<file path="src/rtl/bcd_seg_scan.sv">
// bcd_seg_scan: display stage for a 3-digit packed BCD value. It captures the value on Load,
// then scans the digits units -> tens -> hundreds onto a shared 7-segment bus.
// Each digit slot lasts REFRESH_DIV clocks.
//   Clock    : system clock, rising edge
//   Rst_     : asynchronous active-low reset
//   Load     : 1-cycle capture strobe
//   BcdIn    : [11:8] hundreds, [7:4] tens, [3:0] units
//   Blank_En : 1 = suppress leading zeros
//   Seg      : segments {g,f,e,d,c,b,a}, active-low, registered
//   An       : anodes {hund,tens,units}, active-low one-hot, registered
//   Valid    : a value has been captured since reset
//   Err      : last captured value held a nibble > 9
module bcd_seg_scan #(
  parameter int unsigned REFRESH_DIV = 50000,
  parameter int unsigned CNT_W       = 16
) (
  input  logic        Clock,
  input  logic        Rst_,
  input  logic        Load,
  input  logic [11:0] BcdIn,
  input  logic        Blank_En,
  output logic [6:0]  Seg,
  output logic [2:0]  An,
  output logic        Valid,
  output logic        Err
);

  typedef enum logic [1:0] {StIdle, StUnit, StTens, StHund} state_e;

  localparam logic [CNT_W-1:0] CntMax = CNT_W'(REFRESH_DIV - 1);

  state_e           state_q, state_d;
  logic [CNT_W-1:0] cnt_q, cnt_d;
  logic [11:0]      data_q, data_d;
  logic             valid_q, valid_d;
  logic             err_q, err_d;
  logic [6:0]       seg_q, seg_d;
  logic [2:0]       an_q, an_d;
  logic             tick;
  logic             hund_blank, tens_blank;

  function automatic logic [6:0] decode(input logic [3:0] n);
    logic [6:0] s;
    case (n)
      4'd0:    s = 7'h40;
      4'd1:    s = 7'h79;
      4'd2:    s = 7'h24;
      4'd3:    s = 7'h30;
      4'd4:    s = 7'h19;
      4'd5:    s = 7'h12;
      4'd6:    s = 7'h02;
      4'd7:    s = 7'h78;
      4'd8:    s = 7'h00;
      4'd9:    s = 7'h10;
      default: s = 7'h3F;  // '-' for non-BCD nibble
    endcase
    return s;
  endfunction

  // Refresh counter is parked at 0 while idle so the first slot gets a full period.
  always_comb begin
    tick = (state_q != StIdle) && (cnt_q == CntMax);
    if (state_q == StIdle || tick) begin
      cnt_d = '0;
    end else begin
      cnt_d = cnt_q + CNT_W'(1);
    end
  end

  always_comb begin
    state_d = state_q;
    unique case (state_q)
      StIdle:  if (Load) state_d = StUnit;
      StUnit:  if (tick) state_d = StTens;
      StTens:  if (tick) state_d = StHund;
      StHund:  if (tick) state_d = StUnit;
      default: state_d = StIdle;
    endcase
  end

  always_comb begin
    data_d  = data_q;
    valid_d = valid_q;
    err_d   = err_q;
    if (Load) begin
      data_d  = BcdIn;
      valid_d = 1'b1;
      err_d   = (BcdIn[11:8] > 4'd9) || (BcdIn[7:4] > 4'd9) || (BcdIn[3:0] > 4'd9);
    end
  end

  // Outputs are built from the next state and next data so a capture shows one edge later.
  always_comb begin
    hund_blank = Blank_En && (data_d[11:8] == 4'd0);
    tens_blank = hund_blank && (data_d[7:4] == 4'd0);
    an_d       = 3'b111;
    seg_d      = 7'h7F;
    unique case (state_d)
      StUnit: begin
        an_d  = 3'b110;
        seg_d = decode(data_d[3:0]);
      end
      StTens: begin
        an_d  = 3'b101;
        seg_d = tens_blank ? 7'h7F : decode(data_d[7:4]);
      end
      StHund: begin
        an_d  = 3'b011;
        seg_d = hund_blank ? 7'h7F : decode(data_d[11:8]);
      end
      default: begin
        an_d  = 3'b111;
        seg_d = 7'h7F;
      end
    endcase
  end

  always_ff @(posedge Clock or negedge Rst_) begin
    if (!Rst_) begin
      state_q <= StIdle;
      cnt_q   <= '0;
      data_q  <= '0;
      valid_q <= 1'b0;
      err_q   <= 1'b0;
      seg_q   <= 7'h7F;
      an_q    <= 3'b111;
    end else begin
      state_q <= state_d;
      cnt_q   <= cnt_d;
      data_q  <= data_d;
      valid_q <= valid_d;
      err_q   <= err_d;
      seg_q   <= seg_d;
      an_q    <= an_d;
    end
  end

  assign Seg   = seg_q;
  assign An    = an_q;
  assign Valid = valid_q;
  assign Err   = err_q;

endmodule
</file>
<file path="config.mk">
export PLATFORM = sky130hd
export DESIGN_NAME = bcd_seg_scan
export DESIGN_NICKNAME = d
export VERILOG_FILES = /design/src/rtl/bcd_seg_scan.sv
export SDC_FILE = /design/constraint.sdc
export NUM_CORES = 1
export LEC_CHECK = 0
export BUFFER_PORTS_ARGS = -buffer_cell sky130_fd_sc_hd__clkbuf_2
export CORE_MARGIN = 5
export CORE_UTILIZATION = 25
export CTS_CLUSTER_DIAMETER = 80
export DETAILED_ROUTE_END_ITERATION = 12
export SYNTH_ARGS = -nofsm -noshare
export SYNTH_HDL_FRONTEND = slang
export SYNTH_SLANG_ARGS = --single-unit
</file>
<file path="constraint.sdc">
create_clock -name Clock -period 3.3 [get_ports Clock]
set_clock_uncertainty 0.1 [all_clocks]
set_input_delay 0.165 -clock Clock [delete_from_list [all_inputs] [get_ports Clock]]
set_output_delay 0.165 -clock Clock [all_outputs]
set_load 0.1 [all_outputs]
</file>
==> flow_summary.toml <==
[die]
start_util_pct = 25.31
io_pins = 28
die_h_um = 114.3
num_rows = 38
core_area_sq_mm = 0.01075
dieWidth_um = 114.3
die_area_sq_mm = 0.01307

[global_route]
grt_max_degree = 43
grt_pass1_wl_mm = 10.95
antenna_found_initial = 0
overflow = 0
track_usage_pct = 10.25
grt_pass1_vias = 2228

[critical_path]
crit_type = "input pin to flip-flop"
rrSetupSlack_ns = 0.82
startpoint_type = "input pin"
cpPeakStageDelay_ns = 0.51
worstPathRequired_ns = 3.42
critical_path.cell_chain = "clkbuf_2, mux2i_1, ha_1, nand3_1, nor3_2, o21ai_0, a21boi_0, a21oi_1, o22ai_1"
r2r-start = "cnt_q[5]$_DFF_PN0_"
endpoint_kind = "flip-flop"
cp_data_arrival_time_ns = 2.61
crit_slowest_cell = "mux2i_1"
r2r_end = "Seg[1]$_DFF_PN1_"
reg2reg_depth = 6
cp_max_fo = 23

[min_path]
hp-start = "BcdIn[3]"
holdCritPathClass = "input pin to flip-flop"
hold_end = "Err$_DFFE_PN0P_"
hold_depth = 3

[timing]
rsz0062_at_grt = "false"
period_needed_ns = 2.490
clock.fmax_mhz = 401.6
slew_viol_final = 0
hold_ws_ns = 0.1358
timing.final.crit_share_pct = 75.46
setup-tns-final_ns = 0
final_hold_viol_count = 0
max_slew_margin_pct = 27.74
max_slew.worst_pin.slew_ns = 1.077
setup_viol = 0

[yosys]
synth_area_per_cell_sq_um = 9.252
synth_cell_types = 60
synth_edf_count = 0
synth_fp_nets = 327
ys_ff_latch = 42
synthFlopType = "dfrtp_1"
yosysWarnings = 0
yosysSeqAreaShare_pct = 39.10
async_flop_share_pct = 100.0
synth_cells = 294
synthesis.area_sq_mm = 0.002720

[run]
cap_violations = 0

[layout]
multi_input_area_sq_mm = 0.001551
final_util_pct = 28.90
insertedDiodeCount = 0
ff_latch_area_sq_mm = 0.001064
fillers = 1162
finalNetCount = 353
drive_gt1_share_pct = 19.00
area_growth_pct = 14.17

[power]
power.total_uw = 1310
vdd_drop_max_uv = 172.8
powerDensity_mw_per_mm2 = 421.8
power_leakage_uw = 0.001356

[clock_network]
clk_pin_slew_worst_paths_ns = 0.07
cts-resized-gates = 0
cts_max_path_buffers = 2
holdBufCountCts = 1
root_buffer = "clkbuf_8"
cts_setup_buffers = 0
cts-htree-levels = 2
clk_latency_ns = 0.29
clock_sinks = 42
cts_tree = "yes"
cts_made_buffers = 5

[placed_design]
gp_congestion = 0.8163
port_buffers = 27
place_hpwl_mm = 4.839

[drt]
ant_nets = 0
post-route-drc-count = 0
routed_via_density = 4.800
routed_wl_mm = 6.337
drt-pass1-iter-count = 4
vias = 2213
post_drt_wl_per_cell_um = 13.75
drt_iter0_markers = 64

[status]
status = "finished, final reports clean"
[stage by stage]
stage,setup slack [ns],std cells,area [sq um]
floorplan,0.8829,294,2720
global placement,0.5387,452,2985
CTS,0.8040,461,3105
global route,0.6271,461,3105
finish,0.8098,461,3105
detailed placement,0.5571,452,2985
[cells in the final DEF, fill, tap and decap left out, types with 2 or more instances in the layout]
master,instances
nand3b_1,3
nand2_1,19
o211ai_1,2
and3_1,5
and3b_1,2
mux2_2,2
mux2i_1,12
inv_1,14
a21boi_0,2
and2_1,2
clkbuf_2,27
nand3_1,16
dfrtp_1,32
xnor2_1,9
or2_2,2
o21ai_0,13
a31oi_1,4
xor2_1,6
ha_1,17
nand4_1,5
o21bai_1,2
o21ai_1,5
inv_2,2
o22ai_1,5
o211a_1,2
clkbuf_8,5
dfstp_2,10
nor2_1,33
nor3_2,2
o21a_1,3
a21o_1,2
a21oi_1,16
or3_1,4
and4b_1,2
nor3_1,5
nor2b_1,2
[report_power, final]
part           total (uW)  switching (uW)  leakage [uW]  internal, uW
sequential            565            11.1      0.000496           554
combinational         343             256      0.000809          87.6
clock                 402             176     0.0000514           226
total                1310             443       0.00136           867
[flip-flops by register name, summed over array words and instances (netlist names)]
register	count
state_q	2
cnt_q	16
data_q	12
Seg	7
Valid	1
An	3
Err	1
[cells by family (layout without fill, tap and decap cells)]
kind of cell | count (synthesis) | in the layout | synth area share [%]
flip-flops | 42 | 42 | 39.10
multiplexers | 16 | 16 | 6.164
adder cells (fa/ha/maj) | 17 | 17 | 7.820
buffers and inverters | 25 | 52 | 3.864
AO/OA/AOI/OAI | 65 | 65 | 15.04
AND/OR/NAND/NOR | 114 | 114 | 23.18
XOR/XNOR | 15 | 15 | 4.830
[routing by layer]
| metal | GRT usage, % | up-vias | routed length (um) |
|---|---|---|---|
| met4 | 2.930 | 0 | 85 |
| met5 | 0 | - | 0 |
| met3 | 1.850 | 6 | 270 |
| met1 | 14.12 | 1066 | 2957 |
| met2 | 16.47 | 49 | 3025 |
| li1 | - | 1092 | - |
[worst max-delay path: cells and delay by family]
family	cells	cell delay (ns)
buffers and inverters	1	0.45
and+or+nand+nor	2	0.42
adders and majority gates	1	0.32
AOI/OAI and AO/OA	4	0.73
muxes	1	0.51
[cell type report]
| class | count | area share, % |
|---|---|---|
| clock inverter | 2 | 1.209 |
| tap | 140 | 5.641 |
| inverter | 16 | 1.934 |
| sequential | 42 | 34.25 |
| multi-input combinational | 227 | 49.96 |
| timing repair buffer | 28 | 4.674 |
| clock buffer | 6 | 2.337 |
[worst max path at each step]
stage	startpoint	to	slack (ns)	depth (start not counted)
6_report	Load	Seg[2]$_DFF_PN1_	0.81	9
5_1_grt	Load	Seg[2]$_DFF_PN1_	0.63	9
4_1_cts	cnt_q[5]$_DFF_PN0_	Seg[1]$_DFF_PN1_	0.80	6
3_5_place_dp	Load	Seg[5]$_DFF_PN1_	0.56	9
3_3_place_gp	Load	Seg[5]$_DFF_PN1_	0.54	9
2_1_floorplan	Load	Seg[5]$_DFF_PN1_	0.88	11
[synth_stat cells (4+ instances only)]
cell type | instances | share of area (%)
a21oi_1 | 16 | 2.9
dfstp_2 | 10 | 9.7
nor2_1 | 33 | 4.6
or3_1 | 4 | 0.92
nand4_1 | 5 | 1.1
xnor2_1 | 9 | 2.9
dfrtp_1 | 32 | 29
nor3_1 | 5 | 0.92
nand3_1 | 16 | 2.9
o21ai_1 | 5 | 0.92
mux2i_1 | 12 | 4.4
o22ai_1 | 5 | 1.1
nand2_1 | 19 | 2.6
xor2_1 | 6 | 1.9
o21ai_0 | 13 | 2.4
and3_1 | 5 | 1.1
inv_1 | 14 | 1.9
ha_1 | 17 | 7.8
clkbuf_1 | 5 | 0.69
a31oi_1 | 4 | 0.92
No activity file was read; power rests on OpenSTA's default activity.
